<file path="src/rtl/uart_cmd_wrapper.sv">
// Host-side UART front end: receives 8N1 bytes, packs three of them into a 24-bit command
// with a cmd_rdy/clr_cmd_rdy handshake, and serialises single-byte responses on TX.
module uart_cmd_wrapper #(
  parameter int unsigned CLKS_PER_BIT = 32,   // even, >= 8
  parameter int unsigned TIMEOUT_CLKS = 4096  // 0 disables the inter-byte timeout
) (
  input  logic        clk,
  input  logic        rst_n,
  input  logic        RX,
  output logic        TX,
  output logic [23:0] cmd,
  output logic        cmd_rdy,
  input  logic        clr_cmd_rdy,
  input  logic [7:0]  resp_data,
  input  logic        send_resp,
  output logic        resp_sent
);

  localparam int unsigned CntW = $clog2(CLKS_PER_BIT);
  localparam logic [CntW-1:0] BitLast  = CntW'(CLKS_PER_BIT - 1);
  localparam logic [CntW-1:0] HalfLast = CntW'(CLKS_PER_BIT / 2 - 1);
  localparam int unsigned TmoW = (TIMEOUT_CLKS > 1) ? $clog2(TIMEOUT_CLKS) : 1;
  localparam logic [TmoW-1:0] TmoLast = TmoW'(TIMEOUT_CLKS - 1);

  typedef enum logic [1:0] {RxIdle, RxStart, RxData, RxStop} rx_state_e;
  typedef enum logic [1:0] {TxIdle, TxStart, TxData, TxStop} tx_state_e;

  // RX path state
  logic            rx_meta_q, rx_sync_q, rx_prev_q;
  rx_state_e       rx_state_q, rx_state_d;
  logic [CntW-1:0] rx_cnt_q, rx_cnt_d;
  logic [2:0]      rx_bit_q, rx_bit_d;
  logic [7:0]      rx_shift_q, rx_shift_d;
  logic            rx_fall, rx_start_det, rx_byte_vld, rx_frame_err;

  // Command assembly state
  logic [1:0]      idx_q, idx_d;
  logic [23:0]     cmd_q, cmd_d;
  logic            cmd_rdy_q, cmd_rdy_d;
  logic [TmoW-1:0] tmo_cnt_q, tmo_cnt_d;

  // TX path state
  tx_state_e       tx_state_q, tx_state_d;
  logic [CntW-1:0] tx_cnt_q, tx_cnt_d;
  logic [2:0]      tx_bit_q, tx_bit_d;
  logic [7:0]      tx_shift_q, tx_shift_d;
  logic            tx_q, tx_d;
  logic            resp_sent_q, resp_sent_d;

  assign rx_fall = rx_prev_q & ~rx_sync_q;

  // Synchronise RX and track its previous value for start-edge detection
  always_ff @(posedge clk or negedge rst_n) begin
    if (!rst_n) begin
      rx_meta_q <= 1'b1;
      rx_sync_q <= 1'b1;
      rx_prev_q <= 1'b1;
    end else begin
      rx_meta_q <= RX;
      rx_sync_q <= rx_meta_q;
      rx_prev_q <= rx_sync_q;
    end
  end

  // RX deframer next state: half-bit start check, then mid-bit samples
  always_comb begin
    rx_state_d   = rx_state_q;
    rx_cnt_d     = rx_cnt_q + CntW'(1);
    rx_bit_d     = rx_bit_q;
    rx_shift_d   = rx_shift_q;
    rx_start_det = 1'b0;
    rx_byte_vld  = 1'b0;
    rx_frame_err = 1'b0;
    unique case (rx_state_q)
      RxIdle: begin
        rx_cnt_d = '0;
        if (rx_fall) begin
          rx_state_d   = RxStart;
          rx_start_det = 1'b1;
        end
      end
      RxStart: begin
        if (rx_cnt_q == HalfLast) begin
          rx_cnt_d   = '0;
          rx_bit_d   = '0;
          // Line back high at mid start bit means it was a glitch
          rx_state_d = rx_sync_q ? RxIdle : RxData;
        end
      end
      RxData: begin
        if (rx_cnt_q == BitLast) begin
          rx_cnt_d   = '0;
          rx_shift_d = {rx_sync_q, rx_shift_q[7:1]};
          rx_bit_d   = rx_bit_q + 3'd1;
          if (rx_bit_q == 3'd7) rx_state_d = RxStop;
        end
      end
      RxStop: begin
        if (rx_cnt_q == BitLast) begin
          rx_cnt_d     = '0;
          rx_state_d   = RxIdle;
          rx_byte_vld  = rx_sync_q;
          rx_frame_err = ~rx_sync_q;
        end
      end
      default: rx_state_d = RxIdle;
    endcase
  end

  // RX deframer registers
  always_ff @(posedge clk or negedge rst_n) begin
    if (!rst_n) begin
      rx_state_q <= RxIdle;
      rx_cnt_q   <= '0;
      rx_bit_q   <= '0;
      rx_shift_q <= '0;
    end else begin
      rx_state_q <= rx_state_d;
      rx_cnt_q   <= rx_cnt_d;
      rx_bit_q   <= rx_bit_d;
      rx_shift_q <= rx_shift_d;
    end
  end

  // Command assembly, cmd_rdy handshake and inter-byte timeout
  always_comb begin
    idx_d     = idx_q;
    cmd_d     = cmd_q;
    cmd_rdy_d = cmd_rdy_q;
    tmo_cnt_d = '0;
    if (clr_cmd_rdy || (rx_start_det && (idx_q == 2'd0))) cmd_rdy_d = 1'b0;
    if (rx_byte_vld) begin
      unique case (idx_q)
        2'd0: begin
          cmd_d[23:16] = rx_shift_q;
          idx_d        = 2'd1;
        end
        2'd1: begin
          cmd_d[15:8] = rx_shift_q;
          idx_d       = 2'd2;
        end
        2'd2: begin
          cmd_d[7:0] = rx_shift_q;
          idx_d      = 2'd0;
          cmd_rdy_d  = 1'b1;  // overrides a coincident clear
        end
        default: idx_d = 2'd0;
      endcase
    end else if (rx_frame_err) begin
      idx_d = 2'd0;
    end
    if ((TIMEOUT_CLKS != 0) && (idx_q != 2'd0) && (rx_state_q == RxIdle)) begin
      if (tmo_cnt_q == TmoLast) idx_d = 2'd0;
      else tmo_cnt_d = tmo_cnt_q + TmoW'(1);
    end
  end

  // Command assembly registers
  always_ff @(posedge clk or negedge rst_n) begin
    if (!rst_n) begin
      idx_q     <= 2'd0;
      cmd_q     <= '0;
      cmd_rdy_q <= 1'b0;
      tmo_cnt_q <= '0;
    end else begin
      idx_q     <= idx_d;
      cmd_q     <= cmd_d;
      cmd_rdy_q <= cmd_rdy_d;
      tmo_cnt_q <= tmo_cnt_d;
    end
  end

  // TX framer next state: each bit held CLKS_PER_BIT clocks, TX is registered
  always_comb begin
    tx_state_d  = tx_state_q;
    tx_cnt_d    = tx_cnt_q + CntW'(1);
    tx_bit_d    = tx_bit_q;
    tx_shift_d  = tx_shift_q;
    tx_d        = tx_q;
    resp_sent_d = 1'b0;
    unique case (tx_state_q)
      TxIdle: begin
        tx_cnt_d = '0;
        tx_d     = 1'b1;
        if (send_resp) begin
          tx_shift_d = resp_data;
          tx_d       = 1'b0;
          tx_state_d = TxStart;
        end
      end
      TxStart: begin
        if (tx_cnt_q == BitLast) begin
          tx_cnt_d   = '0;
          tx_bit_d   = '0;
          tx_d       = tx_shift_q[0];
          tx_state_d = TxData;
        end
      end
      TxData: begin
        if (tx_cnt_q == BitLast) begin
          tx_cnt_d = '0;
          if (tx_bit_q == 3'd7) begin
            tx_d       = 1'b1;
            tx_state_d = TxStop;
          end else begin
            tx_bit_d   = tx_bit_q + 3'd1;
            tx_shift_d = {1'b0, tx_shift_q[7:1]};
            tx_d       = tx_shift_q[1];
          end
        end
      end
      TxStop: begin
        if (tx_cnt_q == BitLast) begin
          tx_cnt_d    = '0;
          tx_state_d  = TxIdle;
          resp_sent_d = 1'b1;
        end
      end
      default: tx_state_d = TxIdle;
    endcase
  end

  // TX framer registers
  always_ff @(posedge clk or negedge rst_n) begin
    if (!rst_n) begin
      tx_state_q  <= TxIdle;
      tx_cnt_q    <= '0;
      tx_bit_q    <= '0;
      tx_shift_q  <= '0;
      tx_q        <= 1'b1;
      resp_sent_q <= 1'b0;
    end else begin
      tx_state_q  <= tx_state_d;
      tx_cnt_q    <= tx_cnt_d;
      tx_bit_q    <= tx_bit_d;
      tx_shift_q  <= tx_shift_d;
      tx_q        <= tx_d;
      resp_sent_q <= resp_sent_d;
    end
  end

  assign TX        = tx_q;
  assign cmd       = cmd_q;
  assign cmd_rdy   = cmd_rdy_q;
  assign resp_sent = resp_sent_q;

endmodule

</file>
<file path="config.mk">
export PLATFORM = sky130hd
export DESIGN_NAME = uart_cmd_wrapper
export DESIGN_NICKNAME = d
export VERILOG_FILES = /design/src/rtl/uart_cmd_wrapper.sv
export SDC_FILE = /design/constraint.sdc
export NUM_CORES = 1
export LEC_CHECK = 0
export ABC_AREA = 1
export CAP_MARGIN = 20
export CORE_ASPECT_RATIO = 0.8
export CORE_MARGIN = 2
export CORE_UTILIZATION = 32
export DETAILED_ROUTE_END_ITERATION = 7
export GPL_ROUTABILITY_DRIVEN = 0
export PLACE_DENSITY_LB_ADDON = 0.05
export SLEW_MARGIN = 20
export SYNTH_ARGS = -nofsm -noshare
export SYNTH_HDL_FRONTEND = slang
export SYNTH_SLANG_ARGS = --single-unit
</file>
<file path="constraint.sdc">
create_clock -name clk -period 2.3 [get_ports clk]
set_input_delay 0.46 -clock clk [delete_from_list [all_inputs] [get_ports clk]]
set_output_delay 0.46 -clock clk [all_outputs]
set_load 0.01 [all_outputs]
</file>
# Word-level counts from Yosys, hierarchy flattened
# Cells that the tools add are included.
word_totals:
  register_bits: 80
  inputBits: 13
  elab_cells: 126
op_classes:
  addsub: 5
  n_eq_ne: 25
  muxes: 52
  bitwise: 2
  reduce_logical: 23
ops:
  columns: ["op", "n"]
  rows:
  - ["$mux 2", 15]
  - ["$mux 12", 2]
  - ["$mux 8", 3]
  - ["$ne 2x2->1 const B", 11]
  - ["$pmux 2 s4", 2]
  - ["$pmux 8 s2", 1]
  - ["$mux 1", 15]
  - ["$mux 3", 5]
  - ["$mux 5", 3]
  - ["$pmux 5 s3", 1]
  - ["$add 12x1->12 const B", 1]
  - ["$eq 12x12->1 const B", 1]
  - ["$pmux 3 s2", 2]
  - ["$add 5x1->5 const B", 2]
  - ["$eq 2x2->1 const B", 5]
  - ["$eq 5x5->1 const B", 2]
  - ["$pmux 5 s2", 1]
  - ["$reduce_and 5->1", 2]
  - ["$reduce_and 2->1", 4]
  - ["$reduce_and 4->1", 2]
  - ["$reduce_bool 2->1", 4]
  - ["$add 3x1->3 const B", 2]
  - ["$eq 2x1->1 const B", 3]
  - ["$eq 3x3->1 const B", 2]
  - ["other kinds (12)", 16]

# Longest topological paths before layout
logic_depth:
  word_depth: 9
  ltp_mapped: 11
  mapped_depth_nobuf: 11

# Worst setup path before layout
# OpenSTA, ideal clock, no wires.
synth_timing:
  path_type: "register -> register"
  startpoint: "register rx_cnt_q[0]"
  endpoint: "register cmd_q[14] (netlist: cmd[14])"
  setup_time_ps: 121
  t_arrival_ps: 1545
  required_time_ps: 2179
  slack_ps: 634
  path_stages_with_launch: 9
  path_buffers: 1
  period_less_slack_ps: 1666
  path_cell_list: "dfrtp_1 -> ha_1 -> nand3_1 -> inv_1 -> ha_1 -> nand4_2 -> buf_6 -> nand2_1 -> o21ai_2"
synth_via:
  elab_chain_cells: 4
synth_lines:
  columns: ["item", "line", "source"]
  rows:
  - ["start: declaration", "31", "logic [CntW-1:0] rx_cnt_q, rx_cnt_d;"]
  - ["start signal: assignment", "119", "rx_cnt_q <= rx_cnt_d;"]
  - ["$eq 5x5->1", "99", "if (rx_cnt_q == BitLast) begin"]
  - ["$mux 1", "99", null]
  - ["$mux 1", "74", "unique case (rx_state_q)"]
  - ["$reduce_and 2->1 (no source line)", null, null]
  - ["end signal: assignment", "167", "cmd_q <= cmd_d;"]
  - ["end: declaration", "38", "logic [23:0] cmd_q, cmd_d;"]
# No other way between the ends.
# A chain may end at the register's enable or synchronous reset.

# Final worst setup path
layout_timing:
  startpoint: "register tx_q (netlist: TX)"
  endpoint: "output port TX"
layout_rtl:
  columns: ["item", "line", "source"]
  rows:
  - ["start: declaration", "47", "logic tx_q, tx_d;"]
  - ["start signal: assignment", "237", "tx_q <= tx_d;"]
  - ["end: declaration", "10", "output logic TX,"]
# No word-level cell between the ends.

==> out/metrics.cfg <==
[clock_tree]
cts_max_path_buffers=2
cts_tree=built
cts-buffers-inserted=9
cts_setup_buffers=0
clock_latency_ps=340
ctsResizeCount=0
cts-root-buf=clkbuf_16
path_clk_slew_ps=70
cts_hold_buffers=0
cts_sinks=80
h-tree-depth=3

[drt]
routed_wl_mm=7.67
wl_per_cell_um=12.5
detail_route.iter0.violations=164
via_count=2735
vias_per_cell=4.46
drc=0
ant_nets=0
dr.pass1.iters=4

[sta]
tns_ps=0
worst_slack_ps=452
maxSlewHeadroom=0.702
fin_crit_ps=1850
final.setup_skew_ps=11.0
tightest_slew_ps=445
setup_viol=0
rsz0062_at_grt=false
max_freq_mhz=541
finalMaxSlewViolations=0
final_hold_viol_count=0
period_share=0.803

[layout]
layout_commonest_cell=nand2_1
num-fill-cells=1180
final_util=0.404
nets=489
num_antenna_cells=0
layout_common_cells=nand2_1, dfrtp_1, inv_1
drive_above_1_share=0.131
syn_to_final_growth_pct=23.0
finalNonFillerCells=613
regArea_um2=2010
multi_input_area_um2=1520

[outcome]
status=completed

[synth]
yosysWarnings=0
synth_area_um2=3760
syn_inst=415
synthTopCellsByArea=dfrtp_1, nand2_1, o21ai_2
syn-num-nets=444
synth_seq_cells=80
ys_seq_area_frac=0.533
synth.distinct_cells=26
avgSynthCellArea_um2=9.07
yosysTopAreaCell=dfrtp_1
synth_top_area_share=0.505

[floorplan]
die_x_um=125
rows=35
io_pins=40
start_util=0.328
die_h_um=101
coreArea_um2=11500
die_area_um2=12700

[grt]
grtUsageTotal=0.135
globalRoute.totalOverflow=0
grt_pass1_vias=2633
grt_pass1_wl_mm=13.4
antenna_found_initial=0
grt_max_degree=51

[setup_path]
critical_path_class=register to primary output
worstPathCellList=clkdlybuf4s50_1
cp_top_family=flip-flops
cp-end-kind=primary output
critPathBufInv=1
cp.arrival_ps=1390
max_stage_delay_ps=530
regToRegSetupSlack_ps=500
reg2reg_depth=11
required_ps=1840
critPathSlowestCell=dfstp_2
cp-startpoint=TX
rr_startpoint=rx_cnt_q[0]
start_kind=register
crit_fanout=2

[power]
power_density_nw_per_um2=883
vdd_drop_max_mv=0.390
power_leakage_nw=2.19
power_mw=4.09

[placed_design]
port_buffers=39
placedCellCount=597
post-dp-hpwl_mm=5.38
dp_slack_ps=492

[job]
cap_viol_max_count=0

[min_path]
hp-class=input port to async pin

## metal layers
metal,up-vias,wire [um],part of all wire,global-route usage
li1,1412,-,-,-
met1,1272,4270,0.56,0.202
met2,44,3050,0.40,0.186
met3,7,266,0.035,0.0409
met4,0,80,0.010,0.0436
met5,-,0,0,0
## synthesized netlist by cell type (all sizes together)
cell type  count
dfstp          4
nor2          36
o21ai         45
nand3b         1
nor3b          1
clkinv         1
xnor2          2
a21oi          5
ha            16
nand4          7
xor2           5
nand3         27
buf            8
inv           44
dfrtp         76
nor3           1
nand2        136
## metrics by stage
| step | hold slack, ps | cell area (um2) |
|---|---|---|
| 4_1_cts | 70.0 | 4630 |
| 2_1_floorplan | 164 | 3760 |
| 3_3_place_gp | 346 | 4300 |
| 6_report | 55.4 | 4630 |
| 5_1_grt | 77.4 | 4630 |
| 3_5_place_dp | 347 | 4300 |
## cell type report
type,count,area share
Tap cell,148,0.0400
Timing Repair Buffer,42,0.0913
Clock buffer,9,0.0486
Multi-Input combinational cell,282,0.327
Clock inverter,7,0.0224
Sequential cell,80,0.433
Inverter,45,0.0370
## how the worst max path moves through the flow
stage | endpoint | slack, ps | cells after the start
2_1_floorplan | cmd[14] | 630 | 8
3_3_place_gp | tx_shift_q[7] | 470 | 9
3_5_place_dp | tx_shift_q[7] | 490 | 9
4_1_cts | TX | 430 | 1
5_1_grt | register | 260 | 11
6_report | TX | 450 | 1
## flip-flops by register name (all words and copies together) (netlist names), 2 cells and up, named ones only
name and flops:
idx_q 2, cmd 24, tx_state_q 2, rx_bit_q 3, tx_cnt_q 5, tmo_cnt_q 12, rx_shift_q 8, tx_shift_q 8
tx_bit_q 3, rx_cnt_q 5
## power by group
part / total (mW) / internal (mW) / switching (mW)
logic: 0.813 / 0.293 / 0.520
clock network: 1.57 / 0.964 / 0.607
registers: 1.71 / 1.58 / 0.131
total: 4.09 / 2.83 / 1.26
## cells by family after synthesis
group                      count (synthesis)  synth area share
DFF                                       80             0.533
buffers and inverters                     53            0.0641
AOI/OAI and AO/OA                         50            0.0914
adders and majority gates                 16            0.0532
xor gates and xnor gates                   7            0.0163
and+or+nand+nor                          209             0.242
(Power assumes the default switching activity.)
